$ cat config.mk
export PLATFORM = sky130hd
export DESIGN_NAME = cv32e40s_data_obi_bridge_flat
export DESIGN_NICKNAME = d
export VERILOG_FILES = /design/src/rtl/cv32e40s_data_obi_bridge_if.sv /design/src/rtl/cv32e40s_data_obi_bridge.sv /design/src/flat_wrapper.sv
export SDC_FILE = /design/constraint.sdc
export NUM_CORES = 1
export LEC_CHECK = 0
export CAP_MARGIN = 20
export CORE_MARGIN = 2
export CORE_UTILIZATION = 25
export DETAILED_ROUTE_END_ITERATION = 16
export SLEW_MARGIN = 20
export SYNTH_ARGS = -nofsm -noshare
export SYNTH_HDL_FRONTEND = slang
export SYNTH_SLANG_ARGS = --single-unit
$ cat constraint.sdc
create_clock -name clk -period 3.3 [get_ports clk]
set_clock_uncertainty 0.2 [all_clocks]
set_input_delay 0.66 -clock clk [delete_from_list [all_inputs] [get_ports clk]]
set_output_delay 0.66 -clock clk [all_outputs]
set_load 0.01 [all_outputs]
$ cat src/rtl/cv32e40s_data_obi_bridge_if.sv
// OBI data-side bus between the bridge (master) and the memory system (slave).
// A-channel request/payload travel master->slave; grant and R-channel travel back.
interface cv32e40s_data_obi_bridge_if;
    logic        obi_req_o;
    logic        obi_reqpar_o;
    logic [31:0] obi_addr_o;
    logic [31:0] obi_wdata_o;
    logic        obi_we_o;
    logic [3:0]  obi_be_o;
    logic [8:0]  obi_achk_o;
    logic        obi_gnt_i;
    logic        obi_gntpar_i;
    logic        obi_rvalid_i;
    logic        obi_rvalidpar_i;
    logic [31:0] obi_rdata_i;
    logic        obi_err_i;
    logic [4:0]  obi_rchk_i;

    modport master (
        output obi_req_o, obi_reqpar_o, obi_addr_o, obi_wdata_o, obi_we_o, obi_be_o, obi_achk_o,
        input  obi_gnt_i, obi_gntpar_i, obi_rvalid_i, obi_rvalidpar_i, obi_rdata_i, obi_err_i, obi_rchk_i
    );

    modport slave (
        input  obi_req_o, obi_reqpar_o, obi_addr_o, obi_wdata_o, obi_we_o, obi_be_o, obi_achk_o,
        output obi_gnt_i, obi_gntpar_i, obi_rvalid_i, obi_rvalidpar_i, obi_rdata_i, obi_err_i, obi_rchk_i
    );
endinterface

$ cat src/rtl/cv32e40s_data_obi_bridge.sv
// Data-side OBI bridge: forwards transfers unbuffered, limits outstanding
// transfers, tracks per-transfer attributes in order, and checks handshake
// parity and R-channel check bits to raise integrity errors.
module cv32e40s_data_obi_bridge #(
    parameter int MAX_OUTSTANDING = 2,
    parameter bit RESP_REG        = 1'b0
) (
    input  logic        clk,
    input  logic        rst,
    input  logic        trans_valid_i,
    output logic        trans_ready_o,
    input  logic [31:0] trans_addr_i,
    input  logic [31:0] trans_wdata_i,
    input  logic        trans_we_i,
    input  logic [3:0]  trans_be_i,
    input  logic        trans_integrity_i,
    input  logic        integrity_en_i,
    output logic        resp_valid_o,
    output logic [31:0] resp_rdata_o,
    output logic        resp_err_o,
    output logic        resp_integrity_err_o,
    output logic        integrity_err_o,
    output logic [3:0]  outstanding_o,
    cv32e40s_data_obi_bridge_if.master obi
);

    localparam logic [3:0] MAX_CNT  = 4'(MAX_OUTSTANDING);
    localparam logic [2:0] LAST_IDX = 3'(MAX_OUTSTANDING - 1);

    // Attribute entry layout: [2] write, [1] integrity requested, [0] grant parity error.
    logic [2:0] fifo_q [8];
    logic [2:0] wr_ptr;
    logic [2:0] rd_ptr;
    logic [3:0] cnt;

    logic       push;
    logic       pop;
    logic [2:0] head;
    logic       gntpar_err;
    logic       rvalidpar_err;
    logic       rchk_err;
    logic       unexpected_err;
    logic [4:0] rchk_exp;
    logic       resp_integrity_err;

    // A channel: straight pass-through, request gated by the outstanding limit.
    assign obi.obi_req_o    = trans_valid_i && (cnt < MAX_CNT);
    assign obi.obi_reqpar_o = !obi.obi_req_o;
    assign obi.obi_addr_o   = trans_addr_i;
    assign obi.obi_wdata_o  = trans_wdata_i;
    assign obi.obi_we_o     = trans_we_i;
    assign obi.obi_be_o     = trans_be_i;
    assign obi.obi_achk_o   = {^trans_wdata_i[31:24], ^trans_wdata_i[23:16],
                               ^trans_wdata_i[15:8],  ^trans_wdata_i[7:0],
                               ~^{trans_be_i, trans_we_i},
                               ^trans_addr_i[31:24],  ^trans_addr_i[23:16],
                               ^trans_addr_i[15:8],   ^trans_addr_i[7:0]};

    assign trans_ready_o = obi.obi_req_o && obi.obi_gnt_i;
    assign outstanding_o = cnt;

    assign push = obi.obi_req_o && obi.obi_gnt_i;
    assign pop  = obi.obi_rvalid_i && (cnt != 4'd0);
    assign head = pop ? fifo_q[rd_ptr] : 3'b000;

    // Handshake signals and their inverted copies must always disagree.
    assign gntpar_err     = (obi.obi_gnt_i == obi.obi_gntpar_i);
    assign rvalidpar_err  = (obi.obi_rvalid_i == obi.obi_rvalidpar_i);
    assign unexpected_err = obi.obi_rvalid_i && (cnt == 4'd0);

    // Writes carry no read data, so only the error check bit is meaningful for them.
    assign rchk_exp = {^obi.obi_err_i, ^obi.obi_rdata_i[31:24], ^obi.obi_rdata_i[23:16],
                       ^obi.obi_rdata_i[15:8], ^obi.obi_rdata_i[7:0]};
    assign rchk_err = pop && integrity_en_i && head[1] &&
                      (head[2] ? (obi.obi_rchk_i[4] != rchk_exp[4])
                               : (obi.obi_rchk_i != rchk_exp));

    assign resp_integrity_err = obi.obi_rvalid_i &&
                                (rvalidpar_err || head[0] || rchk_err || unexpected_err);
    assign integrity_err_o    = gntpar_err || rvalidpar_err || rchk_err || unexpected_err;

    // Outstanding counter and FIFO pointers; simultaneous grant and response cancel out.
    always_ff @(posedge clk) begin
        if (rst) begin
            cnt    <= 4'd0;
            wr_ptr <= 3'd0;
            rd_ptr <= 3'd0;
        end else begin
            if (push && !pop) begin
                cnt <= cnt + 4'd1;
            end else if (pop && !push) begin
                cnt <= cnt - 4'd1;
            end
            if (push) begin
                wr_ptr <= (wr_ptr == LAST_IDX) ? 3'd0 : wr_ptr + 3'd1;
            end
            if (pop) begin
                rd_ptr <= (rd_ptr == LAST_IDX) ? 3'd0 : rd_ptr + 3'd1;
            end
        end
    end

    // Attribute storage, written at the slot reserved by each grant.
    always_ff @(posedge clk) begin
        if (push) begin
            fifo_q[wr_ptr] <= {trans_we_i, trans_integrity_i, gntpar_err};
        end
    end

    if (RESP_REG) begin : g_resp_reg
        logic        valid_q;
        logic [31:0] rdata_q;
        logic        err_q;
        logic        int_err_q;

        // One-cycle response delay; data/err hold their last value between responses.
        always_ff @(posedge clk) begin
            if (rst) begin
                valid_q   <= 1'b0;
                rdata_q   <= 32'd0;
                err_q     <= 1'b0;
                int_err_q <= 1'b0;
            end else begin
                valid_q   <= obi.obi_rvalid_i;
                int_err_q <= resp_integrity_err;
                if (obi.obi_rvalid_i) begin
                    rdata_q <= obi.obi_rdata_i;
                    err_q   <= obi.obi_err_i;
                end
            end
        end

        assign resp_valid_o         = valid_q;
        assign resp_rdata_o         = rdata_q;
        assign resp_err_o           = err_q;
        assign resp_integrity_err_o = int_err_q;
    end else begin : g_resp_comb
        assign resp_valid_o         = obi.obi_rvalid_i;
        assign resp_rdata_o         = obi.obi_rdata_i;
        assign resp_err_o           = obi.obi_err_i;
        assign resp_integrity_err_o = resp_integrity_err;
    end

endmodule

$ cat src/flat_wrapper.sv
// flat-port wrapper written by rule: the top's interface ports become plain ports
module cv32e40s_data_obi_bridge_flat 
#(
    parameter int MAX_OUTSTANDING = 2,
    parameter bit RESP_REG        = 1'b0
)
  (clk, rst, trans_valid_i, trans_ready_o, trans_addr_i, trans_wdata_i, trans_we_i, trans_be_i, trans_integrity_i, integrity_en_i, resp_valid_o, resp_rdata_o, resp_err_o, resp_integrity_err_o, integrity_err_o, outstanding_o, obi_obi_req_o, obi_obi_reqpar_o, obi_obi_addr_o, obi_obi_wdata_o, obi_obi_we_o, obi_obi_be_o, obi_obi_achk_o, obi_obi_gnt_i, obi_obi_gntpar_i, obi_obi_rvalid_i, obi_obi_rvalidpar_i, obi_obi_rdata_i, obi_obi_err_i, obi_obi_rchk_i);
  cv32e40s_data_obi_bridge_if obi_i ();
  input  logic clk;
  input  logic rst;
  input  logic trans_valid_i;
  output logic trans_ready_o;
  input  logic [31:0] trans_addr_i;
  input  logic [31:0] trans_wdata_i;
  input  logic trans_we_i;
  input  logic [3:0] trans_be_i;
  input  logic trans_integrity_i;
  input  logic integrity_en_i;
  output logic resp_valid_o;
  output logic [31:0] resp_rdata_o;
  output logic resp_err_o;
  output logic resp_integrity_err_o;
  output logic integrity_err_o;
  output logic [3:0] outstanding_o;
  output wire logic [$bits(obi_i.obi_req_o)-1:0] obi_obi_req_o;
  output wire logic [$bits(obi_i.obi_reqpar_o)-1:0] obi_obi_reqpar_o;
  output wire logic [$bits(obi_i.obi_addr_o)-1:0] obi_obi_addr_o;
  output wire logic [$bits(obi_i.obi_wdata_o)-1:0] obi_obi_wdata_o;
  output wire logic [$bits(obi_i.obi_we_o)-1:0] obi_obi_we_o;
  output wire logic [$bits(obi_i.obi_be_o)-1:0] obi_obi_be_o;
  output wire logic [$bits(obi_i.obi_achk_o)-1:0] obi_obi_achk_o;
  input wire logic [$bits(obi_i.obi_gnt_i)-1:0] obi_obi_gnt_i;
  input wire logic [$bits(obi_i.obi_gntpar_i)-1:0] obi_obi_gntpar_i;
  input wire logic [$bits(obi_i.obi_rvalid_i)-1:0] obi_obi_rvalid_i;
  input wire logic [$bits(obi_i.obi_rvalidpar_i)-1:0] obi_obi_rvalidpar_i;
  input wire logic [$bits(obi_i.obi_rdata_i)-1:0] obi_obi_rdata_i;
  input wire logic [$bits(obi_i.obi_err_i)-1:0] obi_obi_err_i;
  input wire logic [$bits(obi_i.obi_rchk_i)-1:0] obi_obi_rchk_i;
  assign obi_obi_req_o = obi_i.obi_req_o;
  assign obi_obi_reqpar_o = obi_i.obi_reqpar_o;
  assign obi_obi_addr_o = obi_i.obi_addr_o;
  assign obi_obi_wdata_o = obi_i.obi_wdata_o;
  assign obi_obi_we_o = obi_i.obi_we_o;
  assign obi_obi_be_o = obi_i.obi_be_o;
  assign obi_obi_achk_o = obi_i.obi_achk_o;
  assign obi_i.obi_gnt_i = obi_obi_gnt_i;
  assign obi_i.obi_gntpar_i = obi_obi_gntpar_i;
  assign obi_i.obi_rvalid_i = obi_obi_rvalid_i;
  assign obi_i.obi_rvalidpar_i = obi_obi_rvalidpar_i;
  assign obi_i.obi_rdata_i = obi_obi_rdata_i;
  assign obi_i.obi_err_i = obi_obi_err_i;
  assign obi_i.obi_rchk_i = obi_obi_rchk_i;
  cv32e40s_data_obi_bridge #(.MAX_OUTSTANDING(MAX_OUTSTANDING), .RESP_REG(RESP_REG)) u_core (.clk(clk), .rst(rst), .trans_valid_i(trans_valid_i), .trans_ready_o(trans_ready_o), .trans_addr_i(trans_addr_i), .trans_wdata_i(trans_wdata_i), .trans_we_i(trans_we_i), .trans_be_i(trans_be_i), .trans_integrity_i(trans_integrity_i), .integrity_en_i(integrity_en_i), .resp_valid_o(resp_valid_o), .resp_rdata_o(resp_rdata_o), .resp_err_o(resp_err_o), .resp_integrity_err_o(resp_integrity_err_o), .integrity_err_o(integrity_err_o), .outstanding_o(outstanding_o), .obi(obi_i));
endmodule
==> flow_summary.yaml, run 1 <==
final_layout:
  fill_cells: 1235
  multiInputGateArea_sq_mm: 0.00149
  register_area_sq_um: 981
  n_antenna_cell: 0
  syn_to_final_growth_pct: 65.4
  finalNetCount: 577
  drive_gt1_share_pct: 10.0
worst_setup_path:
  r2r_end: "u_core.outstanding_o[3]$_SDFFE_PP0P_"
  cp-start-kind: "primary input"
  cp-end-kind: "output pin"
  crit_end: "integrity_err_o"
  r2r_start: "u_core.outstanding_o[0]$_SDFFE_PP0P_"
  required_ns: 2.44
  cp_max_fo: 2
  cp.arrival_ns: 2.35
  reg2reg_slack_ns: 0.56
  critPathKind: "in -> out"
  reg2reg_depth: 11
  critPathLaunch: "obi_obi_rdata_i[24]"
floorplanning:
  initial_core_util_pct: 25.5
  num_rows: 41
  ios: 237
  fp.dieArea_sq_mm: 0.0137
  die_height_um: 117
  core_sq_mm: 0.0126
  die_w_um: 117
pwr:
  ir_drop_mv: 0.378
  power.total_mw: 2.08
  p_seq_share_pct: 28.0
  p_comb_share_pct: 48.8
  internal_power_mw: 1.48
  switching_share_pct: 28.9
  power.switching_mw: 0.601
  clkPwrFrac_pct: 23.2
  p_per_area_mw_per_mm2: 393
  leakagePower_nw: 1.97
clock_tree:
  cts_made_buffers: 5
  h-tree-depth: 2
  cts_buffer_depth: 2
  clock-sinks: 37
  cts_setup_buffers: 0
  clk_pin_slew_ns: 0.05
  ctsHoldBuffers: 0
  cts_tree: "built"
  clock-root-buffer: "clkbuf_16"
  clkLatencyLatePin_ns: 0.27
routing:
  final_antenna_net_count: 0
  vias: 2515
  wl_per_cell_um: 13.5
  via_per_inst: 3.99
  drc: 0
  drt-initial-drc-count: 39
  wl_um: 8510
  firstDrtPassIters: 4
grt:
  antenna_found_initial: 0
  grt_max_degree: 12
  grt_overflow: 0
  grt_pass1_wl_um: 12000
  grt_pass1_vias: 2459
  grt_usage_pct: 11.1
synth:
  synthXorXnorAreaFrac_pct: 28.0
  synth-seq-cells: 37
  synth_nets: 427
  synth_fa_ha_area_share_pct: 1.80
  synth_area_per_cell_sq_um: 10.4
  synth.area.mux_share_pct: 6.10
  ys_top_cells_by_count: "buf_4 (103), xnor2_1 (76), edfxtp_1 (24)"
  yosys.area_share.simple_pct: 5.47
  synthCells: 307
  ys.flop_type: "edfxtp_1"
  synthTopCellsByArea: "buf_4 (24%), edfxtp_1 (23%), xnor2_1 (21%)"
  synth_compound_area_share_pct: 2.70
  yosysSeqAreaShare_pct: 30.6
  synth_top_area_share_pct: 24.2
  yosysWarnings: 0
  async_flop_share_pct: 0
  synthMostInstantiatedCell: "buf_4"
  ys_types: 34
  yosysTopAreaCell: "buf_4"
  syn_area_sq_mm: 0.00320
  synth_edf_count: 24
  synth_top_family_by_area: "XOR/XNOR gates"
sta:
  hold_ws_ns: 0.309
  timing.final.crit_share_pct: 97.2
  worst_pin_slew_ns: 0.554
  hold_viol_final: 0
  maxSlewHeadroom_pct: 62.8
  setup_violations: 0
  drv_slew: 0
  period_minus_slack_ns: 3.21
  rsz0062_at_grt: "false"
  max_freq_mhz: 312
placement:
  hpwl_um: 7440
  portBuffers: 236
  gp_congestion: 0.828
min_path:
  hp-class: "reg -> reg"
outcome:
  status: "finished clean"
flow_run:
  max_cap_viol_count: 0
repair_timing:
| action | in CTS | in global routing |
|---|---|---|
| gates cloned | 0 | 0 |
| pin swaps | 17 | 16 |
| gates resized for setup | 35 | 23 |
| setup endpoints to repair | 2 | 2 |
state kept, by name, summed over array words and instances, names as in the netlist, named ones only:
signal / cells
u_core.outstanding_o: 4
u_core.wr_ptr: 3
u_core.rd_ptr: 3
u_core.fifo_q: 24
cells in the final DEF (no fill, tap or decap), drive strengths merged, types with 7 or more instances in the layout:
cell	instances
edfxtp	24
buf	15
xor2	16
clkdlybuf4s50	210
dfxtp	13
clkbuf	12
dlygate4sd2	9
nand2	7
nor2	12
xnor2	76
critical path: stages:
cell	delay, ns
clkdlybuf4s50_1	0.50
xor2_1	0.21
xnor2_1	0.17
xnor2_1	0.11
nor4_2	0.29
buf_4	0.17
o211ai_1	0.09
buf_2	0.15
metal layers:
metal  vias up  routed length [um]  track usage [%]
li1       1229                   -                -
met4         0                 110             2.90
met1      1158                3080             11.8
met3        12                 685             1.91
met2       116                4630             22.3
met5         -                   0                0
power groups by stage:
stage | sequential (mW) | combinational (mW) | clock, mW
finish | 0.583 | 1.02 | 0.483
global route | 0.593 | 1.10 | 0.511
CTS | 0.585 | 1.02 | 0.492
detailed placement | 0.594 | 1.02 | 0
global placement | 0.594 | 1.01 | 0
floorplan | 0.588 | 0.559 | 0
cells by family after synthesis:
kind of cell | count (synthesis)
buf+inv | 112
xor+xnor | 96
flops | 37
simple gates | 34
compound gates | 13
mux | 11
fa+ha+maj | 4
area by class of cell:
type,count,share of cell area [%]
timing repair buffer,249,45.8
inverter,6,0.425
tap,172,4.06
multi-input combinational,158,28.2
sequential,37,18.5
clock buffer,7,2.91
clock inverter,1,0.0709
how the worst min path moves through the flow:
stage	from	endpoint	slack (ns)	depth (start not counted)
2_1_floorplan	u_core.rd_ptr[1]$_SDFFE_PP0P_	register	0.26	2
3_3_place_gp	u_core.rd_ptr[1]$_SDFFE_PP0P_	u_core.rd_ptr[1]$_SDFFE_PP0P_	0.28	2
3_5_place_dp	u_core.wr_ptr[1]$_SDFFE_PP0P_	u_core.wr_ptr[1]$_SDFFE_PP0P_	0.30	2
4_1_cts	u_core.wr_ptr[1]$_SDFFE_PP0P_	u_core.wr_ptr[1]$_SDFFE_PP0P_	0.31	2
5_1_grt	u_core.wr_ptr[1]$_SDFFE_PP0P_	u_core.wr_ptr[1]$_SDFFE_PP0P_	0.34	2
6_report	u_core.wr_ptr[1]$_SDFFE_PP0P_	u_core.wr_ptr[1]$_SDFFE_PP0P_	0.31	2
through the flow:
stage	TNS, ns	util (%)	std cells	setup slack (ns)	area (sq um)
floorplan	0	-	307	0.339	3200
global placement	-1.13	40.5	622	-0.566	5090
detailed placement	-1.09	40.5	622	-0.532	5090
CTS	0	41.9	630	0.000259	5260
global route	0	42.1	630	0.00442	5300
finish	0	42.1	630	0.0908	5300
Note: power is estimated with default switching activity, not from simulation.
==> inputs of run 2 (changes only) <==
- CAP_MARGIN: 20 -> default
- CELL_PAD_IN_SITES_DETAIL_PLACEMENT: default -> 1
- CELL_PAD_IN_SITES_GLOBAL_PLACEMENT: default -> 1
- CTS_BUF_LIST: default -> sky130_fd_sc_hd__clkbuf_8
- PLACE_DENSITY_LB_ADDON: default -> 0.1
==> run 2 against run 1 <==
Effect of this change:
- total power grew 0.18%
- sequential share of layout area is essentially flat
- utilization about the same
- global-route usage rose by 2.3 points
- maximum frequency about the same
- worst hold slack is essentially flat
- combinational power barely moved
- die area is the same
- clock-buffer cell count decreased by 2
- via count about the same
- setup slack worse by 0.0027 ns
- critical path depth stayed put
- highest routed layer unchanged
==> flow_summary.yaml, run 2 (synthesized netlist as in run 1, its figures left out) <==
pwr:
  power.total_mw: 2.09
  p_per_area_mw_per_mm2: 394
  leakagePower_nw: 1.97
  ir_drop_mv: 0.255
sta:
  max_freq_mhz: 311
  hold_viol_final: 0
  drv_slew: 0
  maxSlewHeadroom_pct: 50.4
  setup_violations: 0
  period_minus_slack_ns: 3.21
  rsz0062_at_grt: "false"
  worst_pin_slew_ns: 0.738
  timing.final.crit_share_pct: 97.3
final_layout:
  syn_to_final_growth_pct: 65.6
  design_area_sq_mm: 0.00530
  largest_register_ffs: 24
  final_cell_mix: "clkdlybuf4s50_1 (208), xnor2_1 (68), edfxtp_1 (24), buf_4 (18)"
  register_area_sq_um: 981
  final_util_pct: 42.2
  fill_cells: 1386
  layout_commonest_cell: "clkdlybuf4s50_1"
  drive_gt1_share_pct: 10.6
  multiInputGateArea_sq_mm: 0.00148
  largest_register: "u_core.fifo_q"
  finalNetCount: 582
  finalNonFillerCells: 636
grt:
  antenna_found_initial: 1
  grt_overflow: 0
  grt_pass1_wl_um: 13900
  grt_usage_pct: 13.4
  grt_pass1_vias: 2497
  grt_max_degree: 14
placement:
  portBuffers: 236
  post_dp_cell_area_sq_mm: 0.00513
  gp_congestion: 0.734
  placed_cells: 627
  hpwl_um: 8780
worst_setup_path:
  cp.arrival_ns: 2.35
  r2r_start: "u_core.outstanding_o[0]$_SDFFE_PP0P_"
  required_ns: 2.44
  critPathKind: "in -> out"
  cp-start-kind: "primary input"
  critPathLaunch: "obi_obi_rdata_i[0]"
  cp_max_fo: 2
  cp-end-kind: "output pin"
routing:
  firstDrtPassIters: 4
  final_antenna_net_count: 0
  wl_per_cell_um: 15.6
  drt-initial-drc-count: 66
  vias: 2517
  drc: 0
  via_per_inst: 3.96
  wl_um: 9940
floorplanning:
  die_w_um: 117
  initial_core_util_pct: 25.5
  fp.dieArea_sq_mm: 0.0137
  num_rows: 41
  die_height_um: 117
  ios: 237
  core_sq_mm: 0.0126
clock_tree:
  clock-sinks: 37
  cts_tree: "built"
  clkLatencyLatePin_ns: 0.29
  clock-root-buffer: "clkbuf_8"
  clk_pin_slew_ns: 0.07
  cts_made_buffers: 5
  cts_buffer_depth: 2
  h-tree-depth: 2
  ctsHoldBuffers: 0
min_path:
  hp-class: "reg -> reg"
  hold_start: "u_core.wr_ptr[1]$_SDFFE_PP0P_"
outcome:
  status: "finished clean"
flow_run:
  max_cap_viol_count: 0
-- run 2: cell types whose count changed in the layout (fill, tap and decap cells not counted), moves of 5 or more --
cell and delta:
clkbuf_16 -6, dlygate4sd2_1 +6, buf_4 +5, clkbuf_8 +5
-- run 2: power by group --
part / leakage, nW / switching (mW) / internal (mW)
Combinational: 1.58 / 0.400 / 0.630
Clock: 0.0688 / 0.168 / 0.304
Sequential: 0.322 / 0.0524 / 0.531
Total: 1.97 / 0.621 / 1.47
-- run 2: worst max-delay path, cell delays in order --
cell and delay [ns]:
clkdlybuf4s50_1 0.48, xor2_2 0.21, xnor2_2 0.15, xnor2_2 0.14, nor4_2 0.30, buf_4 0.17
o211ai_1 0.08, buf_2 0.15
-- run 2: path summary, 6_finish.rpt --
| kind | endpoint | cells past startpoint | slack (ns) |
|---|---|---|---|
| min reg2reg | u_core.wr_ptr[1]$_SDFFE_PP0P_ | 2 | 0.31 |
| max reg2reg | u_core.outstanding_o[3]$_SDFFE_PP0P_ | 11 | 0.52 |
| min | u_core.wr_ptr[1]$_SDFFE_PP0P_ | 2 | 0.31 |
| max | integrity_err_o | 8 | 0.09 |
-- run 2: area by class of cell --
type | count | share of cell area, %
Timing Repair Buffer | 254 | 46.5
Multi-Input combinational cell | 158 | 27.9
Sequential cell | 37 | 18.5
Tap cell | 172 | 4.06
Clock buffer | 5 | 1.30
Clock inverter | 3 | 1.30
Inverter | 6 | 0.425
Antenna cell | 1 | 0.0472
-- run 2: through the flow --
step	setup TNS [ns]	hold slack (ns)	worst slack (ns)
final	0	0.310	0.0882
after floorplan	0	0.259	0.339
after global placement	-1.14	0.280	-0.554
after global routing	0	0.351	0.00772
after detailed placement	-1.17	0.308	-0.558
after CTS	0	0.319	0.00476
-- run 2: layer usage --
| layer | vias up | routed length (um) | GRT usage [%] |
|---|---|---|---|
| li1 | 1229 | - | - |
| met1 | 1180 | 3510 | 14.7 |
| met2 | 102 | 5610 | 26.2 |
| met3 | 6 | 736 | 2.68 |
| met4 | 0 | 85 | 3.45 |
| met5 | - | 0 | 0 |
-- run 2: what timing repair did --
item,in CTS,in global routing
gates cloned,0,0
endpoints found under the hold margin,0,0
pin swaps,17,13
gates resized for setup,37,16
endpoints found under the setup margin,2,2
setup buffers,0,0
==> inputs of run 3 (changes only) <==
- SKIP_CTS_REPAIR_TIMING: default -> 1
==> run 3 against run 2 <==
Effect of this change:
- non-clock buffer count is the same
- clock power is essentially flat
- global-route usage shrank 0.15 points
- maximum frequency grew 2.3%
- sequential share of layout area shrank 0.27 points
- routed wire length grew 0.99%
- critical endpoint is now resp_integrity_err_o
==> flow_summary.yaml, run 3 (synthesized netlist as in run 1, its figures left out) <==
sta:
  timing.final.crit_share_pct: 95.1
  maxSlewHeadroom_pct: 50.5
  setup_violations: 0
  rsz0062_at_grt: "false"
  max_freq_mhz: 318
  worst_pin_slew_ns: 0.738
  drv_slew: 0
  hold_ws_ns: 0.310
  tns_ns: 0
  period_minus_slack_ns: 3.14
  hold_viol_final: 0
pwr:
  p_seq_share_pct: 28.0
  p_per_area_mw_per_mm2: 388
  clkPwrFrac_pct: 22.6
  switching_share_pct: 29.7
  leakagePower_nw: 2.16
  p_comb_share_pct: 49.4
  power.total_mw: 2.09
  ir_drop_mv: 0.254
  internal_power_mw: 1.47
  power.switching_mw: 0.619
routing:
  drc: 0
  wl_per_cell_um: 15.8
  wl_um: 10000
  vias: 2521
  via_per_inst: 3.96
  firstDrtPassIters: 4
  drt-initial-drc-count: 83
  final_antenna_net_count: 0
worst_setup_path:
  cp-end-kind: "output pin"
  critPathKind: "in -> out"
  cp-start-kind: "primary input"
  critPathSlowestCell: "clkdlybuf4s50_1"
  path_cells: "clkdlybuf4s50_1, xor2_1, xnor2_1, xnor2_2, nor4_2, buf_4, o211ai_1, buf_2"
  cp.arrival_ns: 2.28
  cp_max_fo: 2
  required_ns: 2.44
  cp_slowest_stage_delay_ns: 0.49
floorplanning:
  num_rows: 41
  core_sq_mm: 0.0126
  die_w_um: 117
  ios: 237
  fp.dieArea_sq_mm: 0.0137
  initial_core_util_pct: 25.5
  die_height_um: 117
clock_tree:
  cts_tree: "built"
  clk_pin_slew_ns: 0.07
  clock-sinks: 37
  cts_buffer_depth: 2
  h-tree-depth: 2
  clock-root-buffer: "clkbuf_8"
  clkLatencyLatePin_ns: 0.29
  cts_made_buffers: 5
final_layout:
  design_area_sq_mm: 0.00538
  drive_gt1_share_pct: 9.50
  layout_commonest_cell: "clkdlybuf4s50_1"
  final_cell_mix: "clkdlybuf4s50_1 (206), xnor2_1 (69), dlymetal6s2s_1 (28), edfxtp_1 (24), buf_4 (18)"
  syn_to_final_growth_pct: 68.1
  register_area_sq_um: 981
  finalNonFillerCells: 636
  multiInputGateArea_sq_mm: 0.00146
  largest_register_ffs: 24
  largest_register: "u_core.fifo_q"
  fill_cells: 1366
  finalNetCount: 582
min_path:
  hp-class: "reg -> reg"
grt:
  grt_max_degree: 14
  antenna_found_initial: 1
  grt_pass1_vias: 2494
  grt_overflow: 0
  grt_pass1_wl_um: 13800
  grt_usage_pct: 13.3
placement:
  placed_cells: 627
  post_dp_cell_area_sq_mm: 0.00513
  hpwl_um: 8780
  portBuffers: 236
  gp_congestion: 0.734
outcome:
  status: "finished clean"
flow_run:
  max_cap_viol_count: 0
[run 3: cell count changes in the layout (fill, tap and decap cells not counted)]
cell	change
xor2_1	+1
clkdlybuf4s50_1	-2
clkbuf_2	-2
buf_2	-1
clkdlybuf4s15_1	-4
xnor2_1	+1
dlygate4sd2_1	-15
dlymetal6s2s_1	+24
xor2_2	-1
xnor2_2	-1
[run 3: power groups by stage]
stage	Sequential, mW	Clock (mW)	Combinational, mW
floorplan	0.588	0	0.559
global placement	0.595	0	1.03
detailed placement	0.596	0	1.04
CTS	0.586	0.484	1.05
global route	0.593	0.506	1.12
finish	0.584	0.472	1.03
[run 3: worst paths after layout]
check                                       start                                    to  slack (ns)  cells after the start
min reg2reg         u_core.wr_ptr[1]$_SDFFE_PP0P_         u_core.wr_ptr[1]$_SDFFE_PP0P_        0.31                      2
min                 u_core.wr_ptr[1]$_SDFFE_PP0P_         u_core.wr_ptr[1]$_SDFFE_PP0P_        0.31                      2
max reg2reg  u_core.outstanding_o[0]$_SDFFE_PP0P_  u_core.outstanding_o[3]$_SDFFE_PP0P_        0.52                     11
max                           obi_obi_rdata_i[19]                  resp_integrity_err_o        0.16                      8
[run 3: through the flow]
step / utilization, % / setup slack, ns
floorplan: - / 0.339
global placement: 40.8 / -0.554
detailed placement: 40.8 / -0.558
CTS: 41.9 / -0.586
global route: 42.8 / 0.00979
finish: 42.8 / 0.160
[run 3: final cells by class]
type / instances / share of cell area, %
Clock inverter: 3 / 1.28
Multi-Input combinational cell: 158 / 27.2
Timing Repair Buffer: 254 / 47.5
Antenna cell: 1 / 0.0465
Clock buffer: 5 / 1.28
Inverter: 6 / 0.419
Sequential cell: 37 / 18.2
Tap cell: 172 / 4.00
[run 3: critical path, delay by kind of cell]
| kind | cells | cell delay [ns] |
|---|---|---|
| AND/OR/NAND/NOR | 1 | 0.25 |
| buffers and inverters | 3 | 0.81 |
| AO/OA/AOI/OAI | 1 | 0.08 |
| XOR/XNOR | 3 | 0.47 |
[run 3: routing by layer]
metal	wire [um]	vias to the layer above	track usage, %
met5	0	-	0
met4	78	0	3.45
met3	735	5	2.52
met2	5640	102	25.9
met1	3590	1183	14.6
li1	-	1231	-
